**src/rtl/chunked_add_sub_unit.sv**
```systemverilog
// Multi-cycle adder/subtractor: CHUNK bits per clock, carry rippled through a register.
// Define CHUNKED_ADD_SUB_OVERFLOW_EN to add a signed-overflow output.
module chunked_add_sub_unit #(
    parameter int WIDTH = 64,
    parameter int CHUNK = 8
) (
    input  logic             clock,
    input  logic             reset,
    input  logic             start,
    input  logic             add_sub,
    input  logic [WIDTH-1:0] a,
    input  logic [WIDTH-1:0] b,
    output logic             busy,
    output logic             complete,
    output logic [WIDTH-1:0] sum,
`ifdef CHUNKED_ADD_SUB_OVERFLOW_EN
    output logic             overflow,
`endif
    output logic             cout
);

    localparam int NCHUNK = (WIDTH / CHUNK < 1) ? 1 : WIDTH / CHUNK;
    localparam int IDXW   = (NCHUNK > 1) ? $clog2(NCHUNK) : 1;
    localparam logic [IDXW-1:0] LAST = IDXW'(NCHUNK - 1);

    localparam logic [1:0] IDLE = 2'd0;
    localparam logic [1:0] RUN  = 2'd1;
    localparam logic [1:0] DONE = 2'd2;

    logic [1:0]       state;
    logic [WIDTH-1:0] a_r;
    logic [WIDTH-1:0] b_r;
    logic [WIDTH-1:0] work_r;
    logic             carry_r;
    logic [IDXW-1:0]  idx;

    logic [CHUNK-1:0] a_chunk;
    logic [CHUNK-1:0] b_chunk;
    logic [CHUNK:0]   chunk_sum;
    logic [WIDTH-1:0] work_next;
    logic             carry_into_msb;
    logic             msb_overflow;

    always_comb begin
        a_chunk   = a_r[idx*CHUNK +: CHUNK];
        b_chunk   = b_r[idx*CHUNK +: CHUNK];
        chunk_sum = {1'b0, a_chunk} + {1'b0, b_chunk}
                  + {{CHUNK{1'b0}}, carry_r};
        work_next = work_r;
        work_next[idx*CHUNK +: CHUNK] = chunk_sum[CHUNK-1:0];
        // Recover the carry into the top bit from the sum bit and its operands.
        carry_into_msb = chunk_sum[CHUNK-1]
                       ^ a_chunk[CHUNK-1] ^ b_chunk[CHUNK-1];
        msb_overflow   = carry_into_msb ^ chunk_sum[CHUNK];
    end

    assign busy     = (state == RUN);
    assign complete = (state == DONE);

    always_ff @(posedge clock) begin
        if (reset) begin
            state   <= IDLE;
            a_r     <= '0;
            b_r     <= '0;
            work_r  <= '0;
            carry_r <= 1'b0;
            idx     <= '0;
            sum     <= '0;
            cout    <= 1'b0;
        end else begin
            case (state)
                IDLE, DONE: begin
                    if (start) begin
                        a_r     <= a;
                        b_r     <= add_sub ? ~b : b;
                        carry_r <= add_sub;
                        idx     <= '0;
                        state   <= RUN;
                    end
                end
                RUN: begin
                    work_r  <= work_next;
                    carry_r <= chunk_sum[CHUNK];
                    idx     <= idx + IDXW'(1);
                    if (idx == LAST) begin
                        sum   <= work_next;
                        cout  <= chunk_sum[CHUNK];
                        idx   <= '0;
                        state <= DONE;
                    end
                end
                default: state <= IDLE;
            endcase
        end
    end

`ifdef CHUNKED_ADD_SUB_OVERFLOW_EN
    always_ff @(posedge clock) begin
        if (reset) begin
            overflow <= 1'b0;
        end else if (state == RUN && idx == LAST) begin
            overflow <= msb_overflow;
        end
    end
`else
    logic unused_ov;
    assign unused_ov = msb_overflow;
`endif

endmodule

```
**config.mk**
```make
export PLATFORM = sky130hd
export DESIGN_NAME = chunked_add_sub_unit
export DESIGN_NICKNAME = d
export VERILOG_FILES = /design/src/rtl/chunked_add_sub_unit.sv
export SDC_FILE = /design/constraint.sdc
export NUM_CORES = 1
export LEC_CHECK = 0
export CORE_MARGIN = 2
export CORE_UTILIZATION = 50
export DETAILED_ROUTE_END_ITERATION = 8
export GPL_TIMING_DRIVEN = 0
export MAX_ROUTING_LAYER = met4
export PLACE_DENSITY = 0.72
export SYNTH_ARGS = -nofsm -noshare
export SYNTH_HDL_FRONTEND = slang
export SYNTH_SLANG_ARGS = --single-unit
```
**constraint.sdc**
```tcl
create_clock -name clock -period 7.4 [get_ports clock]
set_input_delay 1.11 -clock clock [delete_from_list [all_inputs] [get_ports clock]]
set_output_delay 1.11 -clock clock [all_outputs]
set_load 0.05 [all_outputs]
```
# Word level (Yosys, flattened, before mapping)
# Cells that the tools add are included.
# totals
out_inout_bits	67
in_bits	132
ff_bits	263
wordCells	39
# op_classes
mux	10
n_eq_ne	5
add_sub_neg	4
bitwise	1
reduce_logical	7
shifts	4
# ops
op	n
64-bit by 7-bit indexed part select with 8-bit output	2
64-bit bitwise mux	1
64-bit two-way mux	1
64-bit inverter	1
8-bit by 34-bit variable shift with 64-bit output, first input constant	1
8-bit by 34-bit indexed part select with 64-bit output	1
6-bit negation with 34-bit output	1
8-bit by 8-bit adder with 9-bit output	1
9-bit by 1-bit adder with 9-bit output	1
2-bit AND reduction	4
3-bit two-way mux	2
3-bit one-hot mux with 2 select lines	1
2-bit two-way mux	2
2-bit one-hot mux with 2 select lines	1
3-bit by 1-bit adder with 3-bit output, second input constant	1
3-bit equality test, second input constant	1
2-bit by 1-bit equality test with 1-bit output, second input constant	1
2-bit equality test, second input constant	1
2-bit logical NOT	1
2-bit by 1-bit != test with 1-bit output, second input constant	1
2-bit != test, second input constant	1
1-bit one-hot mux with 2 select lines	1
2-bit nonzero test	1
2-bit OR reduction	1
1-bit two-way mux	1

# Logic depth before layout (Yosys ltp)
# Gate-level depths: netlist of run 1.
# logic_depth
word_depth	5
mapped_depth	15

# Worst setup path before layout of run 1
# Ideal clock, no wire load.
# synth_timing
kind	register to register
start	reg idx[0]
end	reg sum[38]
t_arrival_ns	3.514
path_stages_with_launch	16
required_ns	7.321
setup_slack_ns	3.807
period_less_slack_ns	3.593
path_cell_list	dfxtp_1 buf_4 buf_4 buf_2 mux4_2 nand2_1 nand2_1 fa_1 inv_1 fa_1 nor2b_4 o31a_4 o211ai_2 buf_2 nand2_1 a211oi_2
# synth_between
elab_chain_len	5
# synth_rtl
element	line_no	source
start, declared	35	logic [IDXW-1:0] idx;
start signal, assigned	84	idx <= idx + IDXW'(1);
64-bit by 7-bit indexed part select with 8-bit output, on equally long branches	45, 46	
8-bit by 8-bit adder with 9-bit output	47	chunk_sum = {1'b0, a_chunk} + {1'b0, b_chunk}
9-bit by 1-bit adder with 9-bit output	48	+ {{CHUNK{1'b0}}, carry_r};
8-bit by 34-bit indexed part select with 64-bit output	50	work_next[idx*CHUNK +: CHUNK] = chunk_sum[CHUNK-1:0];
64-bit bitwise mux	50	
end signal, assigned	86	sum <= work_next;
end, declared	15	output logic [WIDTH-1:0] sum,
# Parallel ways exist; a longest one is shown, timed or not.
# A chain may end at the register's enable or synchronous reset.

# Final worst setup path of run 1
# layout_timing
start	reg idx[0]
end	reg sum[57]
# Same word-level chain as after synthesis.

==> metrics.md, run 1 <==
| Metric | Value |
|---|---|
| Max clock buf depth | 3 |
| Vias in the first global route | 10,700 |
| # setup viols final | 0 |
| RSZ-0062 raised after global routing | no |
| Max incr delay on CP | 750 ps |
| Routed Antenna Nets | 0 |
| CTS resizes | 0 |
| Nets@finish | 1,754 |
| Met3 WL | 2.33 mm |
| H-tree levels | 1 |
| Layout cells sized above 1 | 0.0817 |
| Slew HR | 0.280 |
| Flop pwr share | 0.427 |
| Net Count, Synth | 1,527 |
| M1 WL | 15.4 mm |
| Full die area | 25,300 um^2 |
| Total wire length | 37.7 mm |
| Gr ovfl total | 0 |
| CP Cell Sequence | buf_4 > buf_4 > buf_2 > mux4_2 > nand2_1 > nand2_1 > fa_1 > inv_1 > fa_1 > nor3_1 > mux2i_1 > a211oi_1 |
| N_diodes | 0 |
| Max Freq | 0.226 GHz |
| Total core area | 23,500 um^2 |
| Ys flop type | dfxtp_1 |
| Fillers | 2,068 |
| GPL Wtd Cong | 0.970 |
| Core Rows | 56 |
| Worst slew pin tran | 1080 ps |
| Starting DRC count in detailed routing | 811 |
| Fin. Hold Viols | 0 |
| P_sw | 922 uW |
| Hold_ws | 453 ps |
| Comb pwr share | 0.145 |
| Slowest-stage cell, CP | nor3_1 |
| Number of buffers created by CTS | 28 |
| Status | finished, final reports clean |
| Ys async rst share | 0 |
| Clk pwr share | 0.428 |
| Critical Path Sink Type | flop |
| Routed vias | 10,900 |
| Die Span X | 159 um |
| DR vias/cell | 5.61 |
| Most common cell after layout, fill and taps aside | nand2_1 |
| LEAKAGE | 0.00544 uW |
| Clk sinks | 263 |
| GRT Resource Usage Total | 0.300 |
| Total power | 3530 uW |
| Fin crit period | 4420 ps |
| Commonest non-fill, non-tap cells in the layout | nand2_1, dfxtp_1, clkdlybuf4s50_1 |
| Setup Buffers After CTS | 0 |
| Clock insertion delay at the later pin of the skew report | 540 ps |
| Antenna violations before repair | 0 |
| Setup TNS | 0 ps |
| CTS Hold Buffers Added | 0 |
| Maximum VDD drop | 119 uV |
| Netlist cell types | 73 |
| Slew Limit Fails | 0 |
| Pwr Density | 230 nW/um^2 |
| Critical path launch point type | flop |
| Worst Path Max Fanout | 10 |
| I/O Buffers | 197 |
| Met2 wire length | 18.2 mm |
| Seq/Total Area, Yosys | 0.439 |
| Setup Crit Path Kind | reg -> reg |
| Crit path arrival time | 4880 ps |
| Area of the mapped netlist | 12,000 um^2 |
| Synth Area per Inst | 8.71 um^2 |
| Starting Density | 0.510 |
| Fin crit share | 0.598 |
| Clk root buf | clkbuf_16 |
| Floorplan die height | 159 um |
| Worst setup margin | 2980 ps |
| HP Class | reg -> reg |
| DRC | 0 |
| Clk slew on worst S/H paths | 60 ps |
| Top layer in use | met4 |
| Int Pwr | 2610 uW |
| Pin count of the biggest net entering global routing | 14 |
| Drt wl/cell | 19.4 um |
| DPL Wire Length | 27.9 mm |
| Global-route wire length before repair | 58.6 mm |
| Setup WS pre-CTS | 3010 ps |
| Final Skew | 10.9 ps |
| Iteration count of the initial detailed-routing pass | 5 |
| IO Pins | 199 |
| CTS tree | built |
| Number of max-cap violations | 0 |
| Synth Warn # | 0 |
| Switching Fraction | 0.261 |
| Worst EP required | 7860 ps |
| WHS Path Cells | 2 |
| Area growth from synthesis to layout | 28.1% |
| Post-synth EDFFs | 0 |
| Gate count after technology mapping | 1,379 |
| Worst R2R Path Depth | 12 |
| #FFs+latches synth | 263 |
layout make-up:
type | count | area, um^2 | share of cell area
clock inverters | 11 | 161 | 0.0105
plain buffers | 107 | 450 | 0.0293
inverters | 12 | 45.0 | 0.00293
well taps | 319 | 399 | 0.0260
repair buffers | 197 | 1970 | 0.128
multi-input cells | 997 | 6250 | 0.406
flip-flops and latches | 263 | 5270 | 0.342
clock buffers | 41 | 841 | 0.0547
state kept, by name (all words and copies together) (netlist names):
name	flops
work_r	64
carry_r	1
state	2
idx	3
cout	1
sum	64
a_r	64
b_r	64
path summary, 6_finish.rpt:
| kind | from | to | slack, ps |
|---|---|---|---|
| setup reg to reg | idx[0]$_SDFFE_PP0P_ | sum[57]$_SDFFE_PP0P_ | 2980 |
| setup / recovery | idx[0]$_SDFFE_PP0P_ | sum[57]$_SDFFE_PP0P_ | 2980 |
| hold / removal | a_r[21]$_SDFFE_PP0P_ | a_r[21]$_SDFFE_PP0P_ | 450 |
| hold reg to reg | a_r[21]$_SDFFE_PP0P_ | a_r[21]$_SDFFE_PP0P_ | 450 |
metal layers:
layer | up-vias | global-route usage
met5 | - | -
met4 | 0 | 0.129
met3 | 101 | 0.0422
met2 | 425 | 0.511
met1 | 5121 | 0.355
li1 | 5266 | -
metrics by stage:
stage,std cells,instance area (um^2),utilization
after floorplan,1379,12000,-
after global placement,1895,14400,0.611
after detailed placement,1895,14400,0.611
after CTS,1947,15400,0.653
after global routing,1947,15400,0.653
final,1947,15400,0.653
kinds of logic (layout without fill, tap and decap cells):
kind of cell / after synthesis / in the layout / synth area share
multiplexers: 67 / 67 / 0.0892
adder cells (fa/ha/maj): 16 / 16 / 0.0179
AND/OR/NAND/NOR: 523 / 523 / 0.188
XOR/XNOR: 66 / 66 / 0.0481
AO/OA/AOI/OAI: 325 / 325 / 0.177
buffers and inverters: 119 / 368 / 0.0413
flip-flops: 263 / 263 / 0.439
power groups by stage:
stage,logic (uW),clock network [uW],registers (uW)
after floorplan,307,0,1520
after global placement,498,0,1530
after detailed placement,504,0,1540
after CTS,507,1510,1510
after global routing,549,1570,1510
final,513,1510,1510
Yosys cell counts, types with 3 or more instances:
library cell	instances	share of area
o21ai_0	33	0.014
o211ai_1	3	0.0019
o21ai_1	4	0.0017
nor3_2	3	0.0025
and2_1	6	0.0031
nor2_1	156	0.049
dfxtp_1	263	0.44
o31ai_1	3	0.0019
buf_4	3	0.0019
inv_1	10	0.0031
nand2b_1	7	0.0036
o22ai_1	3	0.0016
ha_1	14	0.015
a31oi_1	6	0.0031
nand3_1	17	0.0071
nand2_2	4	0.0021
a221oi_1	9	0.0066
buf_2	17	0.0071
nor3_1	26	0.011
buf_1	10	0.0031
clkbuf_1	74	0.023
xnor2_1	64	0.047
a211oi_2	5	0.0052
or3_1	3	0.0016
a211oi_1	100	0.063
a32oi_1	5	0.0036
nand2_1	271	0.085
a311oi_1	4	0.0029
mux4_2	32	0.060
nor2b_1	6	0.0031
a22oi_1	4	0.0025
mux2i_1	35	0.029
a21oi_1	127	0.053
critical path, delay by kind of cell (launching register included):
kind            cells  cell delay, ps
compound gates      1             260
fa+ha+maj           2            1000
buf+inv             4             970
flops               1             410
mux                 2             800
simple gates        3             900
Note: power is estimated with default switching activity, not from simulation.
==> run 2: changes to the inputs <==
Settings changed: CORE_UTILIZATION 50 to 48.
Clock period 7.4 ns to 3.91 ns, I/O delays scaled along.
==> run 2 against run 1 <==
First-iteration DRC count rose by 4.7%. Global-route usage fell by 1.4 points. Wire length fell by 1.7%. Combinational power rose by 91%. Clock skew fell by 1.8 ps. Final area rose by 0.14%. Utilization fell by 2.4 points. Via count rose by 0.50%. Final cell count rose by 0.15%. Non-clock buffer count rose by 1. Critical endpoint is now work_r[47]$_SDFFE_PP0P_. Largest cell class unchanged. Highest routed layer unchanged.
==> metrics.md, run 2 (synthesized netlist as in run 1, its figures left out) <==
| Metric | Value |
|---|---|
| H-tree levels | 1 (unchanged) |
| Crit path arrival time | 4210 ps (-670 ps) |
| Nets@finish | 1,754 (unchanged) |
| Routed vias | 11,000 (+0.50%) |
| Starting DRC count in detailed routing | 849 (+4.7%) |
| Worst slew pin tran | 1050 ps (-27.9 ps) |
| Post-DP Area | 14,400 um^2 (about the same) |
| CTS tree | built |
| Clk sinks | 263 (unchanged) |
| GPL Wtd Cong | 0.964 (-0.68%) |
| Global-route wire length before repair | 57.4 mm (-2.1%) |
| Clk slew on worst S/H paths | 60 ps (about the same) |
| RSZ-0062 raised after global routing | no |
| Clk root buf | clkbuf_16 |
| Commonest non-fill, non-tap cells in the layout | nand2_1, dfxtp_1, clkdlybuf4s50_1 |
| Pin count of the biggest net entering global routing | 15 (+1) |
| Area growth from synthesis to layout | 28.3% |
| Met3 WL | 2.39 mm (+2.6%) |
| Top layer in use | met4 |
| Floorplan die height | 162 um (+2.0%) |
| CTS Hold Buffers Added | 0 (unchanged) |
| Number of max-cap violations | 0 (unchanged) |
| Critical path launch point type | flop |
| Vias in the first global route | 10,600 (-0.92%) |
| I/O Buffers | 197 (unchanged) |
| LEAKAGE | 0.00544 uW (about the same) |
| Layout cells sized above 1 | 0.0886 (+0.00687) |
| Setup Crit Path Kind | reg -> reg |
| Antenna violations before repair | 0 (unchanged) |
| # setup viols final | 0 (unchanged) |
| Total wire length | 37.1 mm (-1.7%) |
| Slew HR | 0.298 (+0.0184) |
| IO Pins | 199 (unchanged) |
| HP Class | reg -> reg |
| Final Skew | 9.14 ps (-1.79 ps) |
| Drt wl/cell | 19.0 um (-1.8%) |
| M1 WL | 15.0 mm (-2.6%) |
| Fin crit share | 0.964 (+0.366) |
| Fin util | 0.630 (-0.0237) |
| Clock insertion delay at the later pin of the skew report | 530 ps (about the same) |
| Total core area | 24,500 um^2 (+3.9%) |
| DR vias/cell | 5.62 (+0.35%) |
| Gr ovfl total | 0 (unchanged) |
| N_diodes | 0 (unchanged) |
| Max clock buf depth | 3 (unchanged) |
| Number of buffers created by CTS | 27 (-3.6%) |
| Most common cell after layout, fill and taps aside | nand2_1 |
| Fin crit period | 3770 ps (-657 ps) |
| Full die area | 26,300 um^2 (+4.1%) |
| Core Rows | 57 (+1.8%) |
| Slew Limit Fails | 0 (unchanged) |
| Routed Antenna Nets | 0 (unchanged) |
| Fin. Hold Viols | 0 (unchanged) |
| DPL Wire Length | 27.9 mm (-0.16%) |
| Worst EP required | 4350 ps (-3510 ps) |
| Design area | 15,400 um^2 (+0.14%) |
| Max Freq | 0.265 GHz (+17%) |
| GRT Resource Usage Total | 0.286 (-0.0140) |
| Maximum VDD drop | 275 uV (+130%) |
| Critical Path Sink Type | flop |
| Die Span X | 162 um (+2.0%) |
| Setup WS pre-CTS | -425 ps (-3440 ps) |
| Pwr Density | 422 nW/um^2 (+84%) |
| Worst setup margin | 142 ps (-2830 ps) |
| Worst Path Max Fanout | 10 (unchanged) |
| Met2 wire length | 17.9 mm (-1.8%) |
| Starting Density | 0.491 (-0.0192) |
| DRC | 0 (unchanged) |
| Iteration count of the initial detailed-routing pass | 5 (unchanged) |
| Status | finished, final reports clean |
## run 2: cell count changes in the layout (fill, tap and decap cells not counted), sizes merged
cell and change:
clkbuf -5, clkinv +4, buf +1, bufinv -1
inv -1
## run 2: worst max-delay path, cell delays in order, from the launching register on
cell and delay, ps:
dfxtp_1 440, buf_6 210, clkbuf_1 550, mux4_2 460
nand2_1 120, nand2_1 60, ha_1 270, buf_2 170
a21o_1 220, a22oi_1 180, o21a_1 400, nand2_1 120
buf_2 230, o31ai_1 250
## run 2: per-stage QoR
stage | total power [uW] | hold slack, ps | TNS, ps | cells
2_1_floorplan | 3470 | 425 | 0 | 1379
3_3_place_gp | 3840 | 436 | -9640 | 1900
3_5_place_dp | 3850 | 446 | -12090 | 1900
4_1_cts | 6500 | 454 | -4.36 | 1949
5_1_grt | 6720 | 469 | 0 | 1950
6_report | 6510 | 454 | 0 | 1950
## run 2: where the power goes
group          internal, uW  switching [uW]
sequential             2790            61.7
clock                  1610            1070
combinational           405             575
total                  4800            1700
## run 2: worst paths after layout
path         cells past startpoint                       to                  from  slack (ps)
max reg2reg                     13  work_r[47]$_SDFFE_PP0P_   idx[1]$_SDFFE_PP0P_         140
max                             13  work_r[47]$_SDFFE_PP0P_   idx[1]$_SDFFE_PP0P_         140
min                              2     a_r[13]$_SDFFE_PP0P_  a_r[13]$_SDFFE_PP0P_         450
min reg2reg                      2     a_r[13]$_SDFFE_PP0P_  a_r[13]$_SDFFE_PP0P_         450
## run 2: cell type report
type / instances / area, um^2
buffer: 106 / 462
clock buffer: 36 / 790
clock inverter: 13 / 143
fill: 2127 / 9060
inverter: 12 / 45.0
multi-input combinational: 997 / 6300
sequential: 263 / 5270
tap: 324 / 405
timing repair buffer: 199 / 1990
## run 2: repair_timing
action	4_1_cts	5_1_grt
pin swaps	2	2
buffers inserted	0	2
setup endpoints to repair	73	88
gates resized for setup	12	6
## run 2: per-layer routing
layer  vias up  global-route usage
li1       5280                   -
met1      5123               0.347
met2       462               0.478
met3       103              0.0355
met4         0               0.127
met5         -                   -
==> run 3: changes to the inputs <==
Settings changed: CORE_MARGIN 2 to 4.
==> run 3 against run 2 <==
Critical path depth is 2 lower. Clock power is 6% higher. Clock skew is 8.9 ps higher. Flip-flop and latch count stayed put. Final area is 0.33% higher.
==> metrics.md, run 3 (synthesized netlist as in run 1, its figures left out) <==
| Metric | Value |
|---|---|
| Status | finished, final reports clean |
| Inst Count DP | 1,900 (unchanged) |
| Clk pwr share | 0.424 (+0.013) |
| Pwr Density | 432 nW/um^2 (+2.2%) |
| Area growth from synthesis to layout | 28.7% |
| Worst EP required | 4310 ps (-40 ps) |
| Slowest-stage cell, CP | a211oi_2 |
| Setup Crit Path Kind | reg -> reg |
| CP bufs+invs | 2 (-2) |
| Number of buffers created by CTS | 27 (unchanged) |
| Met3 Track Usage GR | 0.0319 (-0.00360) |
| DRC | 0 (unchanged) |
| Post-DP Area | 14,400 um^2 (unchanged) |
| GRT Resource Usage Total | 0.272 (-0.0140) |
| Maximum VDD drop | 272 uV (-1.3%) |
| Global-route wire length before repair | 59.2 mm (+3.1%) |
| Commonest non-fill, non-tap cells in the layout | nand2_1, dfxtp_1, clkdlybuf4s50_1 |
| Max clock buf depth | 3 (unchanged) |
| Worst Path Max Fanout | 19 (+9) |
| GPL Wtd Cong | 0.969 (+0.57%) |
| # setup viols final | 0 (unchanged) |
| Fin crit period | 3740 ps (-27.7 ps) |
| Clk slew on worst S/H paths | 60 ps (about the same) |
| Starting DRC count in detailed routing | 693 (-18%) |
| Int Pwr | 4960 uW (+3.2%) |
| P_sw | 1720 uW (+0.78%) |
| Clk sinks | 263 (unchanged) |
| Design area | 15,500 um^2 (+0.33%) |
| Comb pwr share | 0.149 (-0.002) |
| CP delay by family, top | compound AO/OA/AOI/OAI gates |
| Final Skew | 18.0 ps (+8.88 ps) |
| Nets@finish | 1,754 (unchanged) |
| Antenna violations before repair | 0 (unchanged) |
| Critical path launch point type | flop |
| Starting Density | 0.491 (unchanged) |
| Finished Layout Cells | 1,949 (-0.051%) |
| Total wire length | 38.4 mm (+3.5%) |
| Layout cells sized above 1 | 0.0862 (-0.00241) |
| Worst slew pin tran | 1060 ps (+11.0 ps) |
| Flop pwr share | 0.428 (-0.010) |
| Layer with the highest usage | met2 |
| Critical Path Sink Type | flop |
| Number of max-cap violations | 0 (unchanged) |
| Worst setup margin | 170 ps (+27.7 ps) |
| Iteration count of the initial detailed-routing pass | 6 (+1) |
| Slew Limit Fails | 0 (unchanged) |
| M1 GR Usage | 0.325 (-0.0221) |
| LEAKAGE | 0.00545 uW (+0.11%) |
| DR vias/cell | 5.63 (+0.16%) |
| Clock insertion delay at the later pin of the skew report | 540 ps (about the same) |
| CTS Hold Buffers Added | 0 (unchanged) |
| HP Class | reg -> reg |
| Slew HR | 0.291 (-0.00736) |
| Routed Antenna Nets | 0 (unchanged) |
| Routed vias | 11,000 (+0.11%) |
| DPL Wire Length | 28.9 mm (+3.6%) |
| Crit path arrival time | 4140 ps (-70 ps) |
| RSZ-0062 raised after global routing | no |
| Fin util | 0.632 (+0.00205) |
| H-tree levels | 1 (unchanged) |
| Full die area | 27,600 um^2 (+5.0%) |
| Vias in the first global route | 10,600 (+0.11%) |
| Pin count of the biggest net entering global routing | 20 (+5) |
| Die Span X | 166 um (+2.5%) |
| Total core area | 24,500 um^2 (unchanged) |
| Max Freq | 0.267 GHz (+0.74%) |
| Fin crit share | 0.957 (-0.00708) |
| Max incr delay on CP | 850 ps (+300 ps) |
| Most used cell along the critical path | nand2_1 |
| Drt wl/cell | 19.7 um (+3.5%) |
| Switching Fraction | 0.257 (-0.00454) |
| N_diodes | 0 (unchanged) |
| Clk root buf | clkbuf_16 |
| CTS tree | built |
| Floorplan die height | 166 um (+2.5%) |
| IO Pins | 199 (unchanged) |
| Core Rows | 57 (unchanged) |
| CP Cell Sequence | buf_6 > clkbuf_4 > mux4_2 > nand2_1 > nand2_1 > fa_1 > a21o_1 > a211oi_2 > nor3_2 > mux2i_1 > a211oi_1 |
| I/O Buffers | 197 (unchanged) |
| Setup TNS | 0 ps (unchanged) |
| Gr ovfl total | 0 (unchanged) |
| Most common cell after layout, fill and taps aside | nand2_1 |
| M2 GR Usage | 0.475 (-0.00353) |
| Fin. Hold Viols | 0 (unchanged) |
| Setup WS pre-CTS | -511 ps (-86.0 ps) |
run 3: area by class of cell:
type	count	area, um^2
fill	2155	9010
clock buffer	37	763
tap	324	405
inverter	12	45.0
buffer	105	472
sequential	263	5270
clock inverter	11	211
timing repair buffer	200	1990
multi-input combinational	997	6290
run 3: worst min-delay path, cell delays in order, from the launching register on:
cell     delay [ps]
dfxtp_1         310
nand2_1          50
a21oi_1          50
run 3: through the flow:
stage / total power, uW / hold WS, ps
4_1_cts: 6670 / 455
2_1_floorplan: 3470 / 425
3_5_place_dp: 3860 / 447
3_3_place_gp: 3840 / 440
6_report: 6670 / 454
5_1_grt: 6880 / 471
run 3: power groups by stage:
stage | sequential (uW) | combinational, uW | clock, uW
after floorplan | 2890 | 582 | 0
after global placement | 2900 | 942 | 0
after detailed placement | 2910 | 954 | 0
after CTS | 2850 | 972 | 2850
after global routing | 2860 | 1070 | 2950
final | 2850 | 991 | 2830
run 3: layer usage:
layer	wire [um]	vias to the layer above
met4	1520	0
met2	19000	468
met3	2630	106
li1	-	5261
met5	0	-
met1	15200	5145
run 3: timing repair:
| item | CTS | global route |
|---|---|---|
| setup buffers | 0 | 3 |
| gates resized for setup | 12 | 10 |
| pin swaps | 1 | 3 |
| setup endpoints to repair | 87 | 72 |
run 3: worst paths after layout:
kind                           startpoint                      end  slack [ps]  cells past startpoint
hold reg to reg   work_r[49]$_SDFFE_PP0P_  work_r[49]$_SDFFE_PP0P_         450                      2
setup / recovery      idx[1]$_SDFFE_PP0P_     sum[27]$_SDFFE_PP0P_         170                     11
setup reg to reg      idx[1]$_SDFFE_PP0P_     sum[27]$_SDFFE_PP0P_         170                     11
hold / removal    work_r[49]$_SDFFE_PP0P_  work_r[49]$_SDFFE_PP0P_         450                      2
